### config.mk
export PLATFORM = sky130hd
export DESIGN_NAME = mips_controller
export DESIGN_NICKNAME = d
export VERILOG_FILES = /design/src/rtl/mips_controller.sv
export SDC_FILE = /design/constraint.sdc
export NUM_CORES = 1
export LEC_CHECK = 0
export ABC_AREA = 1
export BUFFER_PORTS_ARGS = -buffer_cell sky130_fd_sc_hd__clkbuf_2
export CAP_MARGIN = 20
export CORE_UTILIZATION = 41
export DETAILED_ROUTE_END_ITERATION = 12
export GPL_ROUTABILITY_DRIVEN = 1
export PLACE_DENSITY_LB_ADDON = 0.15
export SYNTH_ARGS = -nofsm -noshare
export SYNTH_HDL_FRONTEND = slang
export SYNTH_SLANG_ARGS = --single-unit
### constraint.sdc
create_clock -name i_clk -period 1.3 [get_ports i_clk]
set_clock_uncertainty 0.1 [all_clocks]
set_input_delay 0.065 -clock i_clk [delete_from_list [all_inputs] [get_ports i_clk]]
set_output_delay 0.065 -clock i_clk [all_outputs]
set_load 0.02 [all_outputs]
### src/rtl/mips_controller.sv
// Multicycle control FSM for the 8-bit MIPS datapath: byte-wise instruction fetch,
// then decode / execute / memory / writeback sequencing with Moore-decoded control lines.
//
// state    | meaning
// ---------+---------------------------------------------------------------
// FETCH1-4 | read one instruction byte each, PC += 1, load IR byte 3..0
// DECODE   | read register file, precompute branch target into ALUOut
// MEMADR   | compute load/store address A + imm
// LBRD     | read data memory at ALUOut
// LBWR     | write loaded byte into rt
// SBWR     | write B to data memory at ALUOut
// RTYPEEX  | ALU op on A, B selected by funct
// RTYPEWR  | write ALUOut into rd
// BEQEX    | compare A - B, load PC from ALUOut when zero
// JEX      | load PC with jump target
// ADDIEX   | A + imm
// ADDIWR   | write ALUOut into rt
module mips_controller (
  input  logic       i_clk,
  input  logic       i_reset,
  input  logic [5:0] i_op,
  input  logic [5:0] i_funct,
  input  logic       i_zero,
  output logic       o_memread,
  output logic       o_memwrite,
  output logic       o_alusrca,
  output logic [1:0] o_alusrcb,
  output logic       o_iord,
  output logic [3:0] o_irwrite,
  output logic       o_memtoreg,
  output logic       o_regdst,
  output logic       o_regwrite,
  output logic       o_pcen,
  output logic [1:0] o_pcsource,
  output logic [2:0] o_alucontrol
);

  localparam logic [5:0] OP_LB    = 6'b100000;
  localparam logic [5:0] OP_SB    = 6'b101000;
  localparam logic [5:0] OP_RTYPE = 6'b000000;
  localparam logic [5:0] OP_BEQ   = 6'b000100;
  localparam logic [5:0] OP_J     = 6'b000010;
  localparam logic [5:0] OP_ADDI  = 6'b001000;

  localparam logic [2:0] ALU_ADD = 3'b010;
  localparam logic [2:0] ALU_SUB = 3'b110;
  localparam logic [2:0] ALU_AND = 3'b000;
  localparam logic [2:0] ALU_OR  = 3'b001;
  localparam logic [2:0] ALU_SLT = 3'b111;

  typedef enum logic [3:0] {
    S_FETCH1  = 4'd0,
    S_FETCH2  = 4'd1,
    S_FETCH3  = 4'd2,
    S_FETCH4  = 4'd3,
    S_DECODE  = 4'd4,
    S_MEMADR  = 4'd5,
    S_LBRD    = 4'd6,
    S_LBWR    = 4'd7,
    S_SBWR    = 4'd8,
    S_RTYPEEX = 4'd9,
    S_RTYPEWR = 4'd10,
    S_BEQEX   = 4'd11,
    S_JEX     = 4'd12,
    S_ADDIEX  = 4'd13
  } state_t;

  // ADDIWR takes the last code point; 15 stays unused and recovers via default.
  localparam logic [3:0] S_ADDIWR = 4'd14;

  logic [3:0] r_state;
  logic [3:0] w_next;
  logic       w_pcwrite;
  logic       w_branch;
  logic [2:0] w_funct_alu;

  always_ff @(posedge i_clk or posedge i_reset) begin
    if (i_reset) r_state <= S_FETCH1;
    else         r_state <= w_next;
  end

  always_comb begin
    w_funct_alu = ALU_ADD;
    case (i_funct)
      6'b100000: w_funct_alu = ALU_ADD;
      6'b100010: w_funct_alu = ALU_SUB;
      6'b100100: w_funct_alu = ALU_AND;
      6'b100101: w_funct_alu = ALU_OR;
      6'b101010: w_funct_alu = ALU_SLT;
      default:   w_funct_alu = ALU_ADD;
    endcase
  end

  always_comb begin
    w_next       = S_FETCH1;
    o_memread    = 1'b0;
    o_memwrite   = 1'b0;
    o_alusrca    = 1'b0;
    o_alusrcb    = 2'b00;
    o_iord       = 1'b0;
    o_irwrite    = 4'b0000;
    o_memtoreg   = 1'b0;
    o_regdst     = 1'b0;
    o_regwrite   = 1'b0;
    o_pcsource   = 2'b00;
    o_alucontrol = ALU_ADD;
    w_pcwrite    = 1'b0;
    w_branch     = 1'b0;

    case (r_state)
      S_FETCH1: begin
        o_memread = 1'b1;
        o_alusrcb = 2'b01;
        o_irwrite = 4'b1000;
        w_pcwrite = 1'b1;
        w_next    = S_FETCH2;
      end
      S_FETCH2: begin
        o_memread = 1'b1;
        o_alusrcb = 2'b01;
        o_irwrite = 4'b0100;
        w_pcwrite = 1'b1;
        w_next    = S_FETCH3;
      end
      S_FETCH3: begin
        o_memread = 1'b1;
        o_alusrcb = 2'b01;
        o_irwrite = 4'b0010;
        w_pcwrite = 1'b1;
        w_next    = S_FETCH4;
      end
      S_FETCH4: begin
        o_memread = 1'b1;
        o_alusrcb = 2'b01;
        o_irwrite = 4'b0001;
        w_pcwrite = 1'b1;
        w_next    = S_DECODE;
      end
      S_DECODE: begin
        o_alusrcb = 2'b11;
        case (i_op)
          OP_LB, OP_SB: w_next = S_MEMADR;
          OP_RTYPE:     w_next = S_RTYPEEX;
          OP_BEQ:       w_next = S_BEQEX;
          OP_J:         w_next = S_JEX;
          OP_ADDI:      w_next = S_ADDIEX;
          default:      w_next = S_FETCH1;
        endcase
      end
      S_MEMADR: begin
        o_alusrca = 1'b1;
        o_alusrcb = 2'b10;
        // op is stable here, so the load/store split can wait until now
        w_next    = (i_op == OP_SB) ? S_SBWR : S_LBRD;
      end
      S_LBRD: begin
        o_memread = 1'b1;
        o_iord    = 1'b1;
        w_next    = S_LBWR;
      end
      S_LBWR: begin
        o_regwrite = 1'b1;
        o_memtoreg = 1'b1;
        w_next     = S_FETCH1;
      end
      S_SBWR: begin
        o_memwrite = 1'b1;
        o_iord     = 1'b1;
        w_next     = S_FETCH1;
      end
      S_RTYPEEX: begin
        o_alusrca    = 1'b1;
        o_alucontrol = w_funct_alu;
        w_next       = S_RTYPEWR;
      end
      S_RTYPEWR: begin
        o_regwrite = 1'b1;
        o_regdst   = 1'b1;
        w_next     = S_FETCH1;
      end
      S_BEQEX: begin
        o_alusrca    = 1'b1;
        o_alucontrol = ALU_SUB;
        o_pcsource   = 2'b01;
        w_branch     = 1'b1;
        w_next       = S_FETCH1;
      end
      S_JEX: begin
        o_pcsource = 2'b10;
        w_pcwrite  = 1'b1;
        w_next     = S_FETCH1;
      end
      S_ADDIEX: begin
        o_alusrca = 1'b1;
        o_alusrcb = 2'b10;
        w_next    = S_ADDIWR;
      end
      S_ADDIWR: begin
        o_regwrite = 1'b1;
        w_next     = S_FETCH1;
      end
      default: begin
        w_next = S_FETCH1;
      end
    endcase
  end

  assign o_pcen = w_pcwrite | (w_branch & i_zero);

endmodule

## Yosys cells after proc, flatten, opt, wreduce, memory -nomap -nowiden

Cells that the tools add are included.

- Flip-flop bits (word level): 4
- Output and inout bits: 19
- Logic and storage cells: 53

- Equal/unequal tests: 23
- Mux-type cells: 17
- Bitwise operators: 2
- Reduce and logical (&&, ||, !) cells: 10

Operator list:

| cell | count |
|---|---|
| equality test 6 bit (second input constant) | 6 |
| case mux 4 bit (9 select lines) | 1 |
| equality test 4 bit (second input constant) | 7 |
| case mux 4 bit (5 select lines) | 1 |
| equality test 4 x 3 -> 1 bit (second input constant) | 4 |
| case mux 4 bit (4 select lines) | 1 |
| case mux 3 bit (4 select lines) | 1 |
| OR reduction 5 bit | 2 |
| 2-to-1 mux 1 bit | 9 |
| equality test 4 x 2 -> 1 bit (second input constant) | 2 |
| OR reduction 4 bit | 2 |
| equality test 6 x 2 -> 1 bit (second input constant) | 1 |
| equality test 6 x 3 -> 1 bit (second input constant) | 1 |
| equality test 6 x 4 -> 1 bit (second input constant) | 1 |
| logical NOT 6 bit | 1 |
| case mux 2 bit (3 select lines) | 1 |
| case mux 3 bit (2 select lines) | 1 |
| OR reduction 2 bit | 3 |
| equality test 4 x 1 -> 1 bit (second input constant) | 1 |
| logical NOT 4 bit | 1 |
| 2-to-1 mux 4 bit | 1 |
| case mux 2 bit (2 select lines) | 1 |
| OR reduction 3 bit | 1 |
| bitwise AND 1 bit | 1 |
| bitwise OR 1 bit | 1 |

## Longest topological paths before layout

Gate-level depths: netlist of the first run.

- Depth after elaboration: 4
- Depth in mapped cells: 7
- Depth with buffers taken out: 7

## Least setup slack after synthesis of the first run

OpenSTA, ideal clock, no wires.

- Kind: register -> output
- Start point: register r_state[0]
- End point: output o_iord
- Arrival: 1.174 ns
- Data required time: 1.135 ns
- Path slack: -0.039 ns
- Cell stages (with the launch flop): 4
- Cells stage by stage: dfrtp_1 nor2_1 inv_1 o21ai_0

- Word-level cells in the longest chain between the ends: 3
- Elaborated cells on any way between the ends: 4
- Classes of those cells: eq/ne (2); mux (1); reduce/logical (1)

RTL lines:

| item | line | RTL |
|---|---|---|
| from (decl) | 71 | `logic [3:0] r_state;` |
| from (signal assigned) | 79 | `else r_state <= w_next;` |
| equality test 4 x 3 -> 1 bit or equality test 4 bit (tied branches) | 110 | `case (r_state)` |
| OR reduction 2 bit (no line) * | -- |  |
| 2-to-1 mux 1 bit * | 110 |  |
| to (decl) | 28 | `output logic o_iord,` |

Mark *: on every way between the ends. The rest lies on a longest branch, timed or not.

## Worst setup path after layout of the first run

- Start point: register r_state[2]
- End point: output o_iord

The elaborated chain is that of the path after synthesis.

==> reports/qor.csv, run 1 <==
metric;value;unit
max incr delay on CP;440;ps
fmax;0.668;GHz
first-pass GRT wire length;3220;um
Post-synth top cells;inv_1, nand2_1, nor2_1, nand3_1, inv_2;
reg2reg start;r_state[1]$_DFF_PP0_;
worst r2r dst;r_state[2]$_DFF_PP0_;
clk_lat worst skew;230;ps
Iter 0 DRT Violations;37;
final cell count without fillers;158;
Initial Util;0.462;
Congestion Overflow GR;0;
CP startpoint kind;register;
minimum clock period;1500;ps
Remaining DRCs;0;
Layout fillers;39;
Crit. Startpoint;r_state[2]$_DFF_PP0_;
Critical Path Fanout Max;5;
vias in the first global route;783;
endpoint class of the critical path;primary output;
Slowest-stage cell, CP;dfrtp_2;
wire per inst;16.8;um
final hold vios;0;
max cap viols;0;
synthesized area;534;um^2
proportion of layout cells with a drive suffix above 1;0.597;
ANT cells;0;
initial antenna violation count;0;
Core Region;1160;um^2
Die ar.;1450;um^2
routed via count;904;
clk sinks;4;
status;finished, violations left;
CP Data Required Time;1130;ps
Cell Chain, Critical Path;buf_4 > nand4_1 > o21ai_1 > clkbuf_4;
Horiz. Die Dim;38.1;um
largest cells by area after synthesis;dfrtp_1, nand3_1, inv_1;
area occupied by multi-input gates;475;um^2
Syn. warnings;0;
worst vdd ir;992;uV
number of synthesized flops with an enable pin;0;
area leader, netlist;dfrtp_1;
Yosys reg bits;4;
Final WS setup;-196;ps
Design Power;2.05;mW
synth unique cells;17;
Top Ports;34;
Avg Cell Area, Syn;5.45;um^2
hpwl dp;1170;um
Largest register FFs;4;
post-synth top area share;0.187;
Layout area overhead;103;%
routability congestion estimate;0.851;
worst min path class;in -> reg;
die height;38.1;um
Leakage;0.581;nW
row count;12;
Max clock buf depth;2;
Nets;161;
fin. max-slew vios;0;
sequential fraction of the synthesis area;0.187;
H-tree levels;1;
largest reg by FF count;r_state;
vias per cell;5.72;
Final setup violation count;23;
port buffer count;33;
gr usage total;0.320;
Worst EP arrival;1330;ps
RSZ-0062 raised after global routing;true;
worst setup path endpoint;o_iord;
fraction of registers with async set/reset;1.00;
Worst Tran Pin Value;260;ps
post-route ant nets;0;
Pre-antenna DRT Iters;4;
Worst-path clk slew;40;ps
power per cell area;1890;nW/um^2
flop-to-flop setup slack;-110;ps
R2R depth;7;
Post-Route WL;2660;um
ys flop type;dfrtp_1;
number of buffers created by CTS;3;
failing checks;negative setup slack;
biggest regs;r_state (4);
largest net degree at the start of global routing;7;
WHS;37.3;ps
Syn Nets;113;
normalized max-slew margin;0.826;
placed cell count;146;
Synth Instances;98;
crit path kind;reg -> out;
CTS tree;built;
Register Area;105;um^2
root buf cell;clkbuf_4;
post-placement setup slack;16.5;ps
setup TNS;-2390;ps
Final Cycle Share;1.15;
==> cell usage in the layout, fill, tap and decap left out, drive strengths merged <==
| master | count |
|---|---|
| dfrtp | 4 |
| a21oi | 4 |
| nand4 | 2 |
| buf | 22 |
| o22ai | 1 |
| o21ai | 3 |
| clkbuf | 24 |
| nor2 | 19 |
| inv | 22 |
| nand3b | 2 |
| nand2 | 21 |
| nand3 | 17 |
| nor3 | 2 |
| dlygate4sd3 | 1 |
==> cell families (layout without fill, tap and decap cells) <==
| logic type | after synthesis | count (layout) | share of synthesized area |
|---|---|---|---|
| AO/OA/AOI/OAI | 8 | 8 | 0.0773 |
| AND/OR/NAND/NOR | 63 | 63 | 0.567 |
| flip-flops | 4 | 4 | 0.187 |
| buffers and inverters | 23 | 69 | 0.169 |
==> critical path, delay by kind of cell (launching register included) <==
| family | cells | cell delay (ps) |
|---|---|---|
| compound gates | 1 | 110 |
| buf+inv | 2 | 390 |
| flops | 1 | 440 |
| simple gates | 1 | 160 |
==> worst min-delay path by stage <==
stage                                end  depth (start not counted)  slack, ps    start
floorplan           r_state[0]$_DFF_PP0_                          1       -270  i_reset
global placement    r_state[0]$_DFF_PP0_                          2       -170  i_reset
detailed placement  r_state[0]$_DFF_PP0_                          2       -170  i_reset
CTS                 r_state[1]$_DFF_PP0_                          3          5  i_op[2]
global route        r_state[1]$_DFF_PP0_                          3         40  i_op[2]
finish              r_state[1]$_DFF_PP0_                          3         40  i_op[2]
==> routing by layer <==
| layer | wire, um | global-route usage |
|---|---|---|
| met4 | 66 | 0.161 |
| met1 | 1000 | 0.319 |
| met2 | 1330 | 0.606 |
| met5 | 0 | 0 |
| met3 | 264 | 0.0698 |
==> stage by stage <==
stage,area (um^2),util
6_report,1080,0.937
4_1_cts,938,0.812
3_5_place_dp,729,0.631
2_1_floorplan,539,-
5_1_grt,1080,0.937
3_3_place_gp,729,0.631
==> final cells by class <==
type                       count  share of cell area
clock buffer                   3              0.0208
inverter                      22              0.0901
multi-input combinational     71               0.439
sequential                     4              0.0970
tap                           14              0.0162
timing repair buffer          44               0.337
==> where the power goes <==
group / leakage [nW] / switching (mW) / total [mW] / internal [mW]
clock network: 0.0138 / 0.0491 / 0.152 / 0.103
logic: 0.522 / 0.970 / 1.61 / 0.639
registers: 0.0456 / 0.107 / 0.289 / 0.182
total: 0.581 / 1.13 / 2.05 / 0.924
==> repair_timing <==
action,CTS,global route
hold endpoints to repair,4,0
endpoints found under the setup margin,19,20
resized for setup,41,48
hold buffers,1,0
setup buffers,6,2
pin swaps,4,9
Note: power is estimated with default switching activity, not from simulation.
==> run 2: changes to the inputs <==
--- a/config.mk
+++ b/config.mk
@@ -6,7 +6,7 @@
 export NUM_CORES = 1
 export LEC_CHECK = 0
 export ABC_AREA = 1
-export BUFFER_PORTS_ARGS = -buffer_cell sky130_fd_sc_hd__clkbuf_2
+export BUFFER_PORTS_ARGS = -buffer_cell sky130_fd_sc_hd__buf_2
 export CAP_MARGIN = 20
 export CORE_UTILIZATION = 41
 export DETAILED_ROUTE_END_ITERATION = 12
==> run 2 against run 1 <==
Compared with the run above:
- the flow still finishes with violations (negative setup slack)
- design area down 9.5%
- worst hold slack worse by 28 ps
- non-clock buffer count unchanged
- register-to-register slack better by 110 ps
- clock power up 7%
- combinational power down 16%
- cell count unchanged
- largest power group unchanged
==> reports/qor.csv, run 2 (synthesis results as in run 1) <==
metric;value;unit
Net Sw Frac;0.526;
clock group share of total power;0.092;
CTS tree;built;
Core Region;1160;um^2
metal3 WL;75;um
Top Ports;34;
Final Cycle Share;1.13;
Remaining DRCs;0;
Post-Route WL;1860;um
met2 WL post-DR;992;um
failing checks;negative setup slack;
Initial Util;0.462;
placed cell areas;729;um^2
normalized max-slew margin;0.834;
most frequent cells in the layout;buf_2, buf_4, nor2_1, nand3_1;
Pre-antenna DRT Iters;4;
max cap viols;0;
wire per inst;11.8;um
Layout fillers;66;
RSZ-0062 raised after global routing;true;
initial antenna violation count;0;
Worst Tran Pin Value;248;ps
Core Util, Final;0.848;
port buffer count;33;
internal power;0.844;mW
Largest register FFs;4;
Final WS setup;-166;ps
largest net degree at the start of global routing;7;
DR top layer;met4;
gr usage total;0.274;
vias per cell;5.00;
Design Power;1.78;mW
minimum clock period;1470;ps
root buf cell;clkbuf_4;
first-pass GRT wire length;2760;um
die height;38.1;um
post-route ant nets;0;
Worst-path clk slew;40;ps
Horiz. Die Dim;38.1;um
Logic pwr share;0.760;
met1 WL;762;um
final hold vios;0;
row count;12;
Max clock buf depth;2;
Sequential Power Share;0.148;
clk sinks;4;
clk_lat worst skew;240;ps
Die ar.;1450;um^2
Congestion Overflow GR;0;
fmax;0.682;GHz
vias in the first global route;685;
biggest regs;r_state (4);
H-tree levels;1;
hpwl dp;1150;um
ANT cells;0;
worst vdd ir;1050;uV
status;finished, violations left;
routed via count;790;
proportion of layout cells with a drive suffix above 1;0.583;
Worst EP arrival;1300;ps
CP Data Required Time;1130;ps
largest reg by FF count;r_state;
fin. max-slew vios;0;
Leakage;0.547;nW
worst min path class;in -> reg;
final std cell area, no fill;981;um^2
Layout area overhead;83.6;%
power per cell area;1810;nW/um^2
routability congestion estimate;0.852;
Nets;161;
CP startpoint kind;register;
endpoint class of the critical path;primary output;
Critical Path Fanout Max;5;
number of buffers created by CTS;3;
Iter 0 DRT Violations;25;
Sw Pwr;0.935;mW
crit path kind;reg -> out;
Final setup violation count;19;
-- run 2: what timing repair did --
item	CTS	global route
gates resized for setup	35	24
endpoints found under the hold margin	4	0
hold buffers	1	0
buffers inserted	8	0
pin swaps	3	4
setup endpoints to repair	19	23
-- run 2: metrics by stage --
step / TNS, ps / hold WS [ps] / instances / setup WS [ps]
2_1_floorplan: 0 / -269 / 98 / 16.3
3_3_place_gp: 0 / -155 / 146 / 52.9
3_5_place_dp: 0 / -154 / 146 / 26.7
4_1_cts: -924 / 16.0 / 158 / -97.4
5_1_grt: -2640 / 26.2 / 158 / -209
6_report: -1630 / 9.33 / 158 / -166
-- run 2: path summary, 6_finish.rpt --
check / from / endpoint / slack, ps / depth (start not counted)
max: r_state[2]$_DFF_PP0_ / o_pcen / -170 / 6
min: i_op[2] / r_state[1]$_DFF_PP0_ / 9 / 3
max reg2reg: r_state[3]$_DFF_PP0_ / r_state[1]$_DFF_PP0_ / 0 / 5
min reg2reg: r_state[0]$_DFF_PP0_ / r_state[0]$_DFF_PP0_ / 630 / 3
max in group asynchronous: i_reset / r_state[1]$_DFF_PP0_ / 800 / 3
min in group asynchronous: i_reset / r_state[2]$_DFF_PP0_ / 140 / 3
-- run 2: area by class of cell --
cell class,count,area [um^2],share of cell area
tap,14,17.5,0.0179
timing repair buffer,44,324,0.330
sequential,4,105,0.107
inverter,22,90.1,0.0918
clock buffer,3,22.5,0.0230
multi-input combinational,71,422,0.430
-- run 2: critical path, stage by stage, from the launching register on --
cell	delay [ps]
dfrtp_2	440
inv_2	100
nand2_2	110
nor2_4	130
nand2_1	80
nand3_1	70
buf_4	140
-- run 2: layer usage --
metal,global-route usage,vias to the layer above
met2,0.538,38
met4,0.125,0
met3,0.0407,5
met1,0.274,349
li1,-,398
met5,0,-
-- run 2: power by group through the flow --
stage | Clock [mW] | Combinational [mW] | Sequential, mW
finish | 0.163 | 1.35 | 0.263
global route | 0.167 | 1.46 | 0.273
CTS | 0.153 | 1.19 | 0.252
detailed placement | 0 | 0.903 | 0.236
global placement | 0 | 0.890 | 0.234
floorplan | 0 | 0.662 | 0.216
==> run 3: changes to the inputs <==
--- a/config.mk
+++ b/config.mk
@@ -9,6 +9,7 @@
 export BUFFER_PORTS_ARGS = -buffer_cell sky130_fd_sc_hd__buf_2
 export CAP_MARGIN = 20
 export CORE_UTILIZATION = 41
+export CTS_BUF_LIST = sky130_fd_sc_hd__clkbuf_8 sky130_fd_sc_hd__clkbuf_16
 export DETAILED_ROUTE_END_ITERATION = 12
 export GPL_ROUTABILITY_DRIVEN = 1
 export PLACE_DENSITY_LB_ADDON = 0.15
==> run 3 against run 2 <==
Compared with the run above:
- the flow still finishes with violations (negative setup slack)
- sequential power increased by 4%
- combinational power about the same
- register-to-register slack about the same
- maximum frequency increased by 1.3%
- clock power increased by 70%
- worst hold slack improved by 12 ps
- largest cell class unchanged
- clock-buffer cell count unchanged
- first-iteration DRC count decreased by 24%
- critical path type unchanged
- sequential cell count unchanged
- via count increased by 2.0%
- highest routed layer unchanged
- design area decreased by 0.51%
- wire length increased by 3.7%
==> reports/qor.csv, run 3 (synthesis results as in run 1) <==
metric;value;unit
Worst Tran Pin Value;246;ps
fmax;0.691;GHz
final std cell area, no fill;976;um^2
Worst-path clk slew;40;ps
proportion of layout cells with a drive suffix above 1;0.545;
Max clock buf depth;2;
Slowest-stage cell, CP;dfrtp_2;
Worst EP arrival;1280;ps
largest reg by FF count;r_state;
Post-Route WL;1930;um
wire per inst;12.1;um
minimum clock period;1450;ps
initial antenna violation count;0;
Largest register FFs;4;
worst vdd ir;1010;uV
reg2reg start;r_state[3]$_DFF_PP0_;
placed cell areas;729;um^2
status;finished, violations left;
Core Region;1160;um^2
routed via count;806;
endpoint class of the critical path;primary output;
failing checks;negative setup slack;
row count;12;
Critical Path Fanout Max;4;
Final WS setup;-147;ps
root buf cell;clkbuf_8;
critical path's most frequent cell;buf_4;
H-tree levels;1;
Pre-antenna DRT Iters;4;
largest net degree at the start of global routing;7;
Cell Chain, Critical Path;inv_2 > buf_4 > nand2_2 > a21oi_1 > buf_4;
final hold vios;0;
biggest regs;r_state (4);
post-route ant nets;0;
Horiz. Die Dim;38.1;um
most frequent cells in the layout;buf_2, buf_4, nand3_1;
CP Data Required Time;1130;ps
vias per cell;5.07;
normalized max-slew margin;0.835;
Stages on worst setup path;5;
Leakage;0.562;nW
max incr delay on CP;430;ps
fin. max-slew vios;0;
hpwl dp;1150;um
worst r2r dst;r_state[1]$_DFF_PP0_;
crit path kind;reg -> out;
Design Power;1.87;mW
Final Cycle Share;1.11;
Die ar.;1450;um^2
gr usage total;0.269;
Layout fillers;80;
clk_lat worst skew;220;ps
number of buffers created by CTS;3;
port buffer count;33;
power per cell area;1920;nW/um^2
Worst Hold End;r_state[1]$_DFF_PP0_;
clk sinks;4;
Iter 0 DRT Violations;19;
flop-to-flop setup slack;-10;ps
Final setup violation count;19;
routability congestion estimate;0.852;
Layout area overhead;82.7;%
Top Ports;34;
HP Start;i_op[2];
CTS tree;built;
Nets;162;
worst min path class;in -> reg;
vias in the first global route;672;
Remaining DRCs;0;
R2R depth;8;
first-pass GRT wire length;2690;um
RSZ-0062 raised after global routing;true;
Worst Path Buf+Inv;3;
Initial Util;0.462;
Min-Delay Path Depth;3;
ANT cells;0;
die height;38.1;um
max cap viols;0;
Congestion Overflow GR;0;
critical path's top delay family;flip-flops;
CP startpoint kind;register;
WHS;21.3;ps
[run 3: changes by cell type in the layout (fill, tap and decap cells not counted), sizes merged]
| cell | previous run | this run |
|---|---|---|
| buf | 43 | 44 |
[run 3: per-layer routing]
layer / share of wire / GRT usage
met4: 0.018 / 0.0714
met1: 0.40 / 0.299
met3: 0.053 / 0.0523
met5: 0 / 0
met2: 0.53 / 0.508
[run 3: report_power, final]
part / leakage [nW] / switching (mW) / internal, mW
clock: 0.0216 / 0.0780 / 0.199
combinational: 0.495 / 0.777 / 0.547
sequential: 0.0456 / 0.0907 / 0.182
total: 0.562 / 0.946 / 0.928
[run 3: final cells by class]
cell class	instances	area (um^2)	area share
clock buffers	3	41.3	0.0423
inverters	22	87.6	0.0897
well taps	14	17.5	0.0179
flip-flops and latches	4	105	0.108
repair buffers	45	315	0.323
multi-input cells	71	409	0.419
[run 3: worst min-delay path, stage by stage]
cell and delay, ps:
buf_2 110, nand3_2 70, nand3_1 60
[run 3: what timing repair did]
action,4_1_cts,5_1_grt
hold buffers,1,0
pin swaps,2,0
endpoints found under the setup margin,19,23
gates resized for setup,34,13
buffers inserted,9,0
hold endpoints to repair,4,0
[run 3: worst max-delay path by stage]
stage	from	to
finish	r_state[1]$_DFF_PP0_	o_alusrcb[1]
global route	r_state[0]$_DFF_PP0_	o_irwrite[3]
CTS	r_state[1]$_DFF_PP0_	o_alucontrol[1]
detailed placement	r_state[1]$_DFF_PP0_	o_alucontrol[1]
global placement	r_state[1]$_DFF_PP0_	o_alucontrol[1]
floorplan	r_state[0]$_DFF_PP0_	o_memread
[run 3: per-stage QoR]
stage | setup WS (ps) | utilization | TNS, ps | std cells
floorplan | 16.3 | - | 0 | 98
global placement | 52.9 | 0.631 | 0 | 146
detailed placement | 26.7 | 0.631 | 0 | 146
CTS | -73.6 | 0.813 | -571 | 159
global route | -177 | 0.844 | -2440 | 159
finish | -147 | 0.844 | -1510 | 159
